[src/rtl/motor_sequencer.sv]
// motor_sequencer: runs a timed forward/dwell/reverse/dwell program on each
// motor selected by a mask, with abort, pause and loop control. All outputs
// are registered so pads can connect directly.
module motor_sequencer #(
    parameter int N_MOTORS = 2,
    parameter int CNT_W    = 8,
    parameter int T_RUN    = 10,
    parameter int T_DWELL  = 5
) (
    input  logic                clk,
    input  logic                reset,
    input  logic                start,
    input  logic                stop,
    input  logic                en,
    input  logic [N_MOTORS-1:0] mask,
    input  logic                dir,
    input  logic                loop,
    output logic [N_MOTORS-1:0] motor_fwd,
    output logic [N_MOTORS-1:0] motor_rev,
    output logic [2:0]          motor_idx,
    output logic                busy,
    output logic                done,
    output logic                fault
);

    typedef enum logic [2:0] {
        IDLE    = 3'd0,
        RUN_A   = 3'd1,
        DWELL_A = 3'd2,
        RUN_B   = 3'd3,
        DWELL_B = 3'd4,
        DONE    = 3'd5
    } state_t;

    localparam logic [CNT_W-1:0] RUN_LOAD   = CNT_W'(T_RUN);
    localparam logic [CNT_W-1:0] DWELL_LOAD = CNT_W'(T_DWELL);
    localparam logic [CNT_W-1:0] CNT_ONE    = CNT_W'(1);

    state_t              state, state_next;
    logic [CNT_W-1:0]    timer, timer_next;
    logic [N_MOTORS-1:0] mask_q, mask_next;
    logic                dir_q, dir_next;
    logic [2:0]          idx, idx_next;

    logic [2:0]          start_idx, first_idx, next_idx;
    logic                has_next;
    logic                accept, empty_start, abort;

    logic [N_MOTORS-1:0] sel, fwd_next, rev_next;
    logic [2:0]          idx_out_next;
    logic                busy_next, done_next, fault_next, running;

    // Priority search: lowest bit of the incoming mask, lowest bit of the
    // latched mask, and the next latched bit above the current motor.
    always_comb begin
        start_idx = '0;
        first_idx = '0;
        next_idx  = '0;
        has_next  = 1'b0;
        for (int i = N_MOTORS - 1; i >= 0; i--) begin
            if (mask[i]) start_idx = 3'(i);
            if (mask_q[i]) first_idx = 3'(i);
            if (mask_q[i] && (i > int'(idx))) begin
                next_idx = 3'(i);
                has_next = 1'b1;
            end
        end
    end

    // Next-state logic: stop aborts any active state, the phase timer only
    // advances on enabled cycles and reloads on every state entry.
    always_comb begin
        state_next  = state;
        timer_next  = timer;
        mask_next   = mask_q;
        dir_next    = dir_q;
        idx_next    = idx;
        accept      = 1'b0;
        empty_start = 1'b0;
        abort       = 1'b0;
        if ((state != IDLE) && stop) begin
            abort      = 1'b1;
            state_next = IDLE;
            timer_next = '0;
        end else begin
            case (state)
                IDLE: begin
                    if (start && !stop) begin
                        accept    = 1'b1;
                        mask_next = mask;
                        dir_next  = dir;
                        idx_next  = start_idx;
                        if (mask == '0) begin
                            empty_start = 1'b1;
                        end else begin
                            state_next = RUN_A;
                            timer_next = RUN_LOAD;
                        end
                    end
                end
                RUN_A, RUN_B: begin
                    if (en) begin
                        if (timer <= CNT_ONE) begin
                            state_next = (state == RUN_A) ? DWELL_A : DWELL_B;
                            timer_next = DWELL_LOAD;
                        end else begin
                            timer_next = timer - CNT_ONE;
                        end
                    end
                end
                DWELL_A: begin
                    if (en) begin
                        if (timer <= CNT_ONE) begin
                            state_next = RUN_B;
                            timer_next = RUN_LOAD;
                        end else begin
                            timer_next = timer - CNT_ONE;
                        end
                    end
                end
                DWELL_B: begin
                    if (en) begin
                        if (timer <= CNT_ONE) begin
                            if (has_next) begin
                                idx_next   = next_idx;
                                state_next = RUN_A;
                                timer_next = RUN_LOAD;
                            end else if (loop) begin
                                idx_next   = first_idx;
                                state_next = RUN_A;
                                timer_next = RUN_LOAD;
                            end else begin
                                state_next = DONE;
                                timer_next = '0;
                            end
                        end else begin
                            timer_next = timer - CNT_ONE;
                        end
                    end
                end
                DONE: begin
                    state_next = IDLE;
                end
                default: begin
                    state_next = IDLE;
                    timer_next = '0;
                end
            endcase
        end
    end

    // Sequencer state, phase timer and the program latched at start.
    always_ff @(posedge clk or negedge reset) begin
        if (!reset) begin
            state  <= IDLE;
            timer  <= '0;
            mask_q <= '0;
            dir_q  <= 1'b0;
            idx    <= '0;
        end else begin
            state  <= state_next;
            timer  <= timer_next;
            mask_q <= mask_next;
            dir_q  <= dir_next;
            idx    <= idx_next;
        end
    end

    // Output values derived from the current state; drive is gated by en and
    // killed by stop on the same edge, so only one motor bit can be active.
    always_comb begin
        sel      = N_MOTORS'(1) << idx;
        fwd_next = '0;
        rev_next = '0;
        running  = (state == RUN_A) || (state == DWELL_A) ||
                   (state == RUN_B) || (state == DWELL_B);
        if ((state == RUN_A) && en && !stop) begin
            if (dir_q) rev_next = sel;
            else       fwd_next = sel;
        end
        if ((state == RUN_B) && en && !stop) begin
            if (dir_q) fwd_next = sel;
            else       rev_next = sel;
        end
        busy_next    = running && !stop;
        idx_out_next = busy_next ? idx : 3'd0;
        done_next    = done;
        fault_next   = fault;
        if (abort) begin
            fault_next = 1'b1;
            done_next  = 1'b0;
        end else if (accept) begin
            fault_next = empty_start;
            done_next  = 1'b0;
        end else if (state == DONE) begin
            done_next = 1'b1;
        end
    end

    // Registered outputs.
    always_ff @(posedge clk or negedge reset) begin
        if (!reset) begin
            motor_fwd <= '0;
            motor_rev <= '0;
            motor_idx <= '0;
            busy      <= 1'b0;
            done      <= 1'b0;
            fault     <= 1'b0;
        end else begin
            motor_fwd <= fwd_next;
            motor_rev <= rev_next;
            motor_idx <= idx_out_next;
            busy      <= busy_next;
            done      <= done_next;
            fault     <= fault_next;
        end
    end

endmodule

[config.mk]
export PLATFORM = sky130hd
export DESIGN_NAME = motor_sequencer
export DESIGN_NICKNAME = d
export VERILOG_FILES = /design/src/rtl/motor_sequencer.sv
export SDC_FILE = /design/constraint.sdc
export NUM_CORES = 1
export LEC_CHECK = 0
export CORE_UTILIZATION = 54
export DETAILED_ROUTE_END_ITERATION = 8
export PLACE_DENSITY = 0.82
export SETUP_SLACK_MARGIN = 0.5
export SLEW_MARGIN = 20
export SYNTH_ARGS = -nofsm -noshare
export SYNTH_HDL_FRONTEND = slang
export SYNTH_SLANG_ARGS = --single-unit
[constraint.sdc]
create_clock -name clk -period 2.4 [get_ports clk]
set_clock_uncertainty 0.2 [all_clocks]
set_input_delay 0.24 -clock clk [delete_from_list [all_inputs] [get_ports clk]]
set_output_delay 0.24 -clock clk [all_outputs]
set_load 0.05 [all_outputs]
# Word-level counts from Yosys, hierarchy flattened
# Cells that the tools add are included.
[word_totals] register_bits=27 input_bits=9 output_inout_bits=10 wordCells=116
[op_classes] n_addsub=1 bitwise_logic=1 n_eq_ne=18 muxes=59 shifts=1 magnitude_cmp=2 reduce_logical=23
[op_table] op="two-way mux 8 bit" n=9
[op_table] op="two-way mux 3 bit" n=18
[op_table] op="one-hot mux 8 bit (5 select lines)" n=1
[op_table] op="inequality test 3 bit, second input constant" n=9
[op_table] op="two-way mux 1 bit" n=19
[op_table] op="two-way mux 2 bit" n=8
[op_table] op="one-hot mux 3 bit (4 select lines)" n=1
[op_table] op="AND reduction 6 bit" n=2
[op_table] op="<= comparator 8 x 1 -> 1 bit, second input constant" n=1
[op_table] op="logical AND 1 bit" n=8
[op_table] op="two-way mux 4 bit" n=2
[op_table] op="inequality test 2 bit, second input constant" n=4
[op_table] op="AND reduction 8 bit" n=1
[op_table] op="subtractor 8 x 1 -> 8 bit, second input constant" n=1
[op_table] op="== test 3 x 2 -> 1 bit, second input constant" n=2
[op_table] op="== test 3 bit, second input constant" n=2
[op_table] op="one-hot mux 3 bit (2 select lines)" n=1
[op_table] op="nonzero test 3 bit" n=2
[op_table] op="nonzero test 2 bit" n=2
[op_table] op="== test 3 x 1 -> 1 bit, second input constant" n=1
[op_table] op="> comparator 1 x 3 -> 1 bit, first input constant" n=1
[op_table] op="logical NOT 3 bit" n=1
[op_table] op="logical OR 1 bit" n=3
[op_table] op="AND reduction 3 bit" n=1
[op_table] op="other kinds (5)" n=5

# Longest topological paths before layout
# Gate-level depths: netlist (run 1).
[depth] ltp_word=8 mapped_depth=8 ltp_nobuf=6

# Worst setup path before layout (run 1)
# No wires, ideal clock.
[synth_timing] path_kind="reg2reg" startpoint="reg timer[0]" endpoint="reg timer[7]" period_less_slack_ns=1.954 setup_slack_ns=0.446 required_time_ns=2.096 n_path_buf=1 path_stages_with_launch=8 setup_time_ns=0.104 arrival_time_ns=1.650 path_cell_list="dfrtp_1 -> inv_1 -> ha_1 -> clkbuf_1 -> o211ai_2 -> nand2_1 -> or2_1 -> o41ai_2"
[synth_via] elab_chain_len=5 elab_cells_between_ends=10 cone_classes="add/sub (1); order compare (1); mux (8)"
[synth_rtl] item="start, declared" line="40" source="logic [CNT_W-1:0] timer, timer_next;"
[synth_rtl] item="start signal, assigned" line="162" source="timer <= timer_next;"
[synth_rtl] item="subtractor 8 x 1 -> 8 bit / <= comparator 8 x 1 -> 1 bit (equally long branches)"
[synth_rtl] item="two-way mux 8 bit, on equally long branches" line="123, 103, 113"
[synth_rtl] item="two-way mux 8 bit, on equally long branches" line="122, 102, 112"
[synth_rtl] item="one-hot mux 8 bit (5 select lines) *" line="86" source="case (state)"
[synth_rtl] item="two-way mux 8 bit *" line="81" source="if ((state != IDLE) && stop) begin"
# Mark *: on every way between the ends. The rest lies on a longest branch, timed or not. The select of a mux whose other input is x is not followed.
# A chain may end at the register's enable or synchronous reset.

# Worst setup path in the final report (run 1)
[layout_timing] startpoint="reg state[2]" endpoint="reg timer[6]"
[layout_via] elab_chain_len=4 elab_cells_between_ends=18 cone_classes="eq/ne (11); mux (2); reduce/logical (5)"
[layout_rtl] item="start, declared" line="39" source="state_t state, state_next;"
[layout_rtl] item="start signal, assigned" line="161" source="state <= state_next;"
[layout_rtl] item="== test 3 x 1 -> 1 bit, or another cell as far along" line="86"
[layout_rtl] item="OR reduction 2 bit / logical AND 1 bit (equally long branches)" line="86, 81"
[layout_rtl] item="inequality test 3 bit (no source line), or another cell as far along"
[layout_rtl] item="AND reduction 6 bit (no source line) / two-way mux 8 bit (equally long branches)"
# Parallel ways exist; a longest one is shown, timed or not.

==> flow_summary.ini, run 1 <==
[status]
status = completed

[clocking]
cts_tree = built
ctsHtreeMaxLevel = 1
clk_pin_slew_worst_paths_ns = 0.12
insertion_delay_ns = 0.31
numCtsBuffers = 3
cts_hold_buf = 0
cts_max_path_buffers = 2
cts_root_buffer = clkbuf_4
clkSinkCount = 23

[sta]
max_freq_mhz = 527
slew_violations = 0
hold_viol_final = 0
worstMarginPinSlew_ns = 0.498
final.setup.worst_slack_ns = 0.501
hold_ws_ns = 0.0625
relSlewSlack_pct = 66.7
rsz0062_at_grt = yes
tns_ns = 0
min_period_ns = 1.90
period_share_pct = 79.1
setup_viol_count_final = 0

[power_and_ir_drop]
p_int_mw = 1.22
share_comb_of_total_power_pct = 63.0
peakVddDrop_v = 0.000861
switching_share_pct = 46.4
clock_power_share_pct = 7.8
p_seq_share_pct = 29.2
power_density_nw_per_um2 = 1240
power_leakage_nw = 0.862
switchingPower_mw = 1.05

[worst_setup_path]
r2r_start = state[2]$_DFFE_PN0P_
critPathKind = reg2reg
worst_path_dominant_cell_family = simple AND/OR/NAND/NOR gates
critPathMaxFanout = 9
path_buf_inv = 1
max_stage_delay_ns = 0.45
worst_ep_arrival_time_ns = 1.91
required_ns = 2.41
end_kind = flip-flop
start_kind = flip-flop
crit_cells = 5
crit_chain = buf_6 > nor4_1 > a211o_4 > nor2_1 > a32o_1
critical_path.slowest_cell = dfrtp_1
worstSetupStartpoint = state[2]$_DFFE_PN0P_
reg2regPathDepth = 5

[placement]
gp_congestion = 0.901
port_buffers = 16
pre_cts_ws_ns = 0.0683
dp_hpwl_um = 2380

[floorplanning]
die_area_um2 = 2790
start_util_pct = 56.9
core_um2 = 2450
rows = 18
pin_count = 19
die_w_um = 52.9
die_h_um = 52.9

[global_route]
grt_overflow_total = 0
grt_usage_pct = 28.9
antenna_found_initial = 0
grt_pass1_wl_um = 5750
grt_max_degree = 24
grt_pass1_vias = 1240

[layout]
final_common_cell = buf_4
nets = 198
area_delta_synth_final_pct = 31.5
num_antenna_cells = 0
most-common-layout-cells = 20 x buf_4, 19 x dfrtp_1, 17 x nor2_1, 11 x nand2_1, 8 x clkdlybuf4s50_1
fillers = 153
fin_util_pct = 74.8
drive_above_1_share_pct = 30.1

[routing]
ant_nets = 0
via_per_inst = 6.42
first_pass_iters = 4
routedWlPerCell_um = 17.7
drc = 0
routed_wl_um = 3820
drtIter0Drc = 92
vias = 1387

[synth]
synth_edf_count = 0
ys.flop_type = dfrtp_1
netlist_area_um2 = 1400
synth_seq_cells = 23
ys_types = 54
syn_inst = 153
yosys_warnings = 0
async_reset_ff_share_pct = 100
ys_seq_area_share_pct = 41.2
syn_area_per_cell_um2 = 9.13

[flow_run]
cap_violations = 0

[worst_hold_path]
hp-class = in2async
[per-layer routing]
metal	wire length, um	up-vias	global-route usage [%]
li1	-	617	-
met1	1550	656	37.1
met2	1840	93	47.3
met3	282	21	4.31
met4	156	0	14.0
met5	0	-	0
[cell usage after synthesis, types with 3 or more instances]
cell type	instances	area (um^2)
o21ai_1	8	40.0
dfrtp_1	23	576
clkbuf_1	4	15.0
inv_1	5	18.8
o31ai_1	3	22.5
nor2_1	18	67.6
a21oi_1	6	30.0
o21ai_0	7	35.0
nor3_1	8	40.0
mux2_2	3	33.8
nand2_1	11	41.3
buf_4	3	22.5
[through the flow]
stage / std cells / power [mW] / area, um^2
finish: 216 / 2.27 / 1840
global route: 216 / 2.41 / 1840
CTS: 205 / 2.03 / 1690
detailed placement: 197 / 1.73 / 1590
global placement: 197 / 1.67 / 1590
floorplan: 154 / 1.48 / 1400
[final cells by class]
cell class / instances / area [um^2] / share of cell area, %
clock buffer: 4 / 26.3 / 1.43
timing repair buffer: 38 / 338 / 18.4
tap: 30 / 37.5 / 2.04
inverter: 6 / 22.5 / 1.23
sequential: 23 / 581 / 31.6
multi-input combinational: 115 / 831 / 45.3
[cells by family after synthesis]
group	count (synthesis)	share of synthesized area (%)
fa+ha+maj	2	1.79
xor+xnor	2	1.25
buf+inv	16	5.82
other cells	1	0.269
mux	4	3.14
compound gates	51	26.5
flops	23	41.2
simple gates	54	20.0
[state kept, by name (all words and copies together), names as in the netlist]
| name | cells |
|---|---|
| done | 1 |
| idx | 1 |
| state | 3 |
| mask_q | 2 |
| fault | 1 |
| timer | 8 |
| motor_idx | 1 |
| motor_rev | 2 |
| motor_fwd | 2 |
| busy | 1 |
| dir_q | 1 |
[final timing paths]
kind / to / slack (ns)
hold reg to reg: motor_rev[0]$_DFF_PN0_ / 0.34
max in group asynchronous: timer[2]$_DFFE_PN0P_ / 1.70
setup / recovery: timer[6]$_DFFE_PN0P_ / 0.50
hold / removal: motor_fwd[1]$_DFF_PN0_ / 0.06
setup reg to reg: timer[6]$_DFFE_PN0P_ / 0.50
min in group clk: motor_rev[0]$_DFF_PN0_ / 0.34
[power by group through the flow]
stage          Clock [mW]  Sequential [mW]  Combinational (mW)
3_5_place_dp            0            0.655                1.07
5_1_grt             0.196            0.674                1.54
4_1_cts             0.181            0.643                1.20
3_3_place_gp            0            0.637                1.03
2_1_floorplan           0            0.687               0.792
6_report            0.177            0.662                1.43
[repair_timing]
item / in CTS / in global routing
pin swaps: 1 / 5
setup buffers: 4 / 11
endpoints found under the setup margin: 15 / 13
resized for setup: 13 / 18
[worst reg2reg max path, stage by stage, from the launching register on]
cell	delay, ns
dfrtp_1	0.45
buf_6	0.16
nor4_1	0.44
a211o_4	0.23
nor2_1	0.07
a32o_1	0.26
Power figures use the tool's default switching activity.
==> inputs of run 2 (changes only) <==
==> constraint.sdc (replaced) <==
create_clock -name clk -period 1.9 [get_ports clk]
set_clock_uncertainty 0.2 [all_clocks]
set_input_delay 0.19 -clock clk [delete_from_list [all_inputs] [get_ports clk]]
set_output_delay 0.19 -clock clk [all_outputs]
set_load 0.05 [all_outputs]
==> run 2 against run 1 <==
The run now ends with negative setup slack left. Hold slack got worse by 0.062 ns. Cell area increased by 28%. Sequential share of layout area decreased by 7.0 points. Critical endpoint is now timer[7]$_DFFE_PN0P_. First-iteration DRC count increased by 23%. Worst setup slack got worse by 0.58 ns. Critical path depth increased by 1. Wire length increased by 61%. Largest cell class unchanged. Global-route usage increased by 5.2 points. Combinational power increased by 100%. Non-clock buffer count increased by 29.
==> flow_summary.ini, run 2 (synthesis results as in run 1) <==
[layout]
multiInputGateArea_um2 = 1030
seq_area_um2 = 577
largest_registers = timer: 8 flops, state: 3 flops
drive_above_1_share_pct = 59.1
fin_util_pct = 95.6
stdcell_area_um2 = 2350
most-common-layout-cells = 33 x buf_4, 22 x dfrtp_1, 15 x buf_6, 9 x nand2_1
largest_register_ffs = 8
num_antenna_cells = 0
area_delta_synth_final_pct = 68.0
final_common_cell = buf_4
stdcell_count = 245
fillers = 57
regMostFlops = timer
nets = 227

[power_and_ir_drop]
peakVddDrop_v = 0.00149
power_density_nw_per_um2 = 1710
power_leakage_nw = 1.02
p_total_mw = 4.01

[placement]
dp_hpwl_um = 2620
place_area_um2 = 1820
port_buffers = 16
gp_congestion = 0.902
pre_cts_ws_ns = -0.260
dp.cells = 219

[routing]
ant_nets = 0
drc = 0
drtIter0Drc = 113
routedWlPerCell_um = 25.2
first_pass_iters = 5
routed_wl_um = 6170
via_per_inst = 6.75
vias = 1653

[clocking]
clkSinkCount = 23
numCtsBuffers = 3
cts_root_buffer = clkbuf_4
ctsHtreeMaxLevel = 1
cts_tree = built
cts_max_path_buffers = 2
clk_pin_slew_worst_paths_ns = 0.17
insertion_delay_ns = 0.33
cts_hold_buf = 0

[floorplanning]
start_util_pct = 56.9
core_um2 = 2450
rows = 18
die_area_um2 = 2790
die_h_um = 52.9
pin_count = 19
die_w_um = 52.9

[status]
failed_checks = negative setup slack
status = finished, violations left

[sta]
min_period_ns = 1.98
final.setup.worst_slack_ns = -0.0766
hold_ws_ns = 0.000702
slew_violations = 0
max_freq_mhz = 506
setup_viol_count_final = 8
period_share_pct = 104
hold_viol_final = 0
rsz0062_at_grt = yes
tns_ns = -0.297

[worst_setup_path]
worst_path_dominant_cell_family = compound AO/OA/AOI/OAI gates
end_kind = flip-flop
max_stage_delay_ns = 0.52
required_ns = 1.94
start_kind = primary input
critical_path.slowest_cell = clkdlybuf4s50_1
critPathMaxFanout = 7
critPathKind = in2reg
crit_chain = clkdlybuf4s50_1 > nor2b_1 > a21oi_4 > a211o_4 > or2_4 > o41ai_2
r2r_setup_slack_ns = -0.07
worst_ep_arrival_time_ns = 2.01
path_buf_inv = 1

[global_route]
grt_pass1_wl_um = 6760
grt_overflow_total = 0
grt_usage_pct = 34.2
grt_pass1_vias = 1455
antenna_found_initial = 0
grt_max_degree = 24

[worst_hold_path]
hp-class = in2async

[flow_run]
cap_violations = 0
[run 2: repair_timing]
action,4_1_cts,5_1_grt
buffers inserted,10,11
resized for setup,70,45
setup endpoints to repair,29,23
pin swaps,7,17
gates cloned,0,1
[run 2: worst paths after layout]
check	start	end	cells past startpoint
setup / recovery	start	timer[7]$_DFFE_PN0P_	6
hold / removal	reset	timer[5]$_DFFE_PN0P_	2
setup reg to reg	state[1]$_DFFE_PN0P_	timer[7]$_DFFE_PN0P_	7
hold reg to reg	idx[0]$_DFFE_PN0P_	motor_fwd[0]$_DFF_PN0_	1
max in group asynchronous	reset	fault$_DFFE_PN0P_	2
min in group clk	dir	dir_q$_DFFE_PN0P_	2
[run 2: metal layers]
metal	GRT usage, %	vias up	part of all wire (%)
li1	-	679	-
met1	41.5	780	37
met2	58.9	152	49
met3	4.31	42	8.4
met4	17.1	0	6.0
met5	0	-	0
[run 2: layout make-up]
| type | instances | share of cell area, % |
|---|---|---|
| clock buffer | 3 | 0.960 |
| inverter | 6 | 1.60 |
| timing repair buffer | 67 | 26.9 |
| sequential | 23 | 24.6 |
| tap | 30 | 1.60 |
| clock inverter | 1 | 0.213 |
| multi-input combinational | 115 | 44.1 |
[run 2: where the power goes]
group	switching (mW)	internal [mW]	total, mW
logic	1.54	1.39	2.92
registers	0.201	0.638	0.839
clock network	0.171	0.0787	0.250
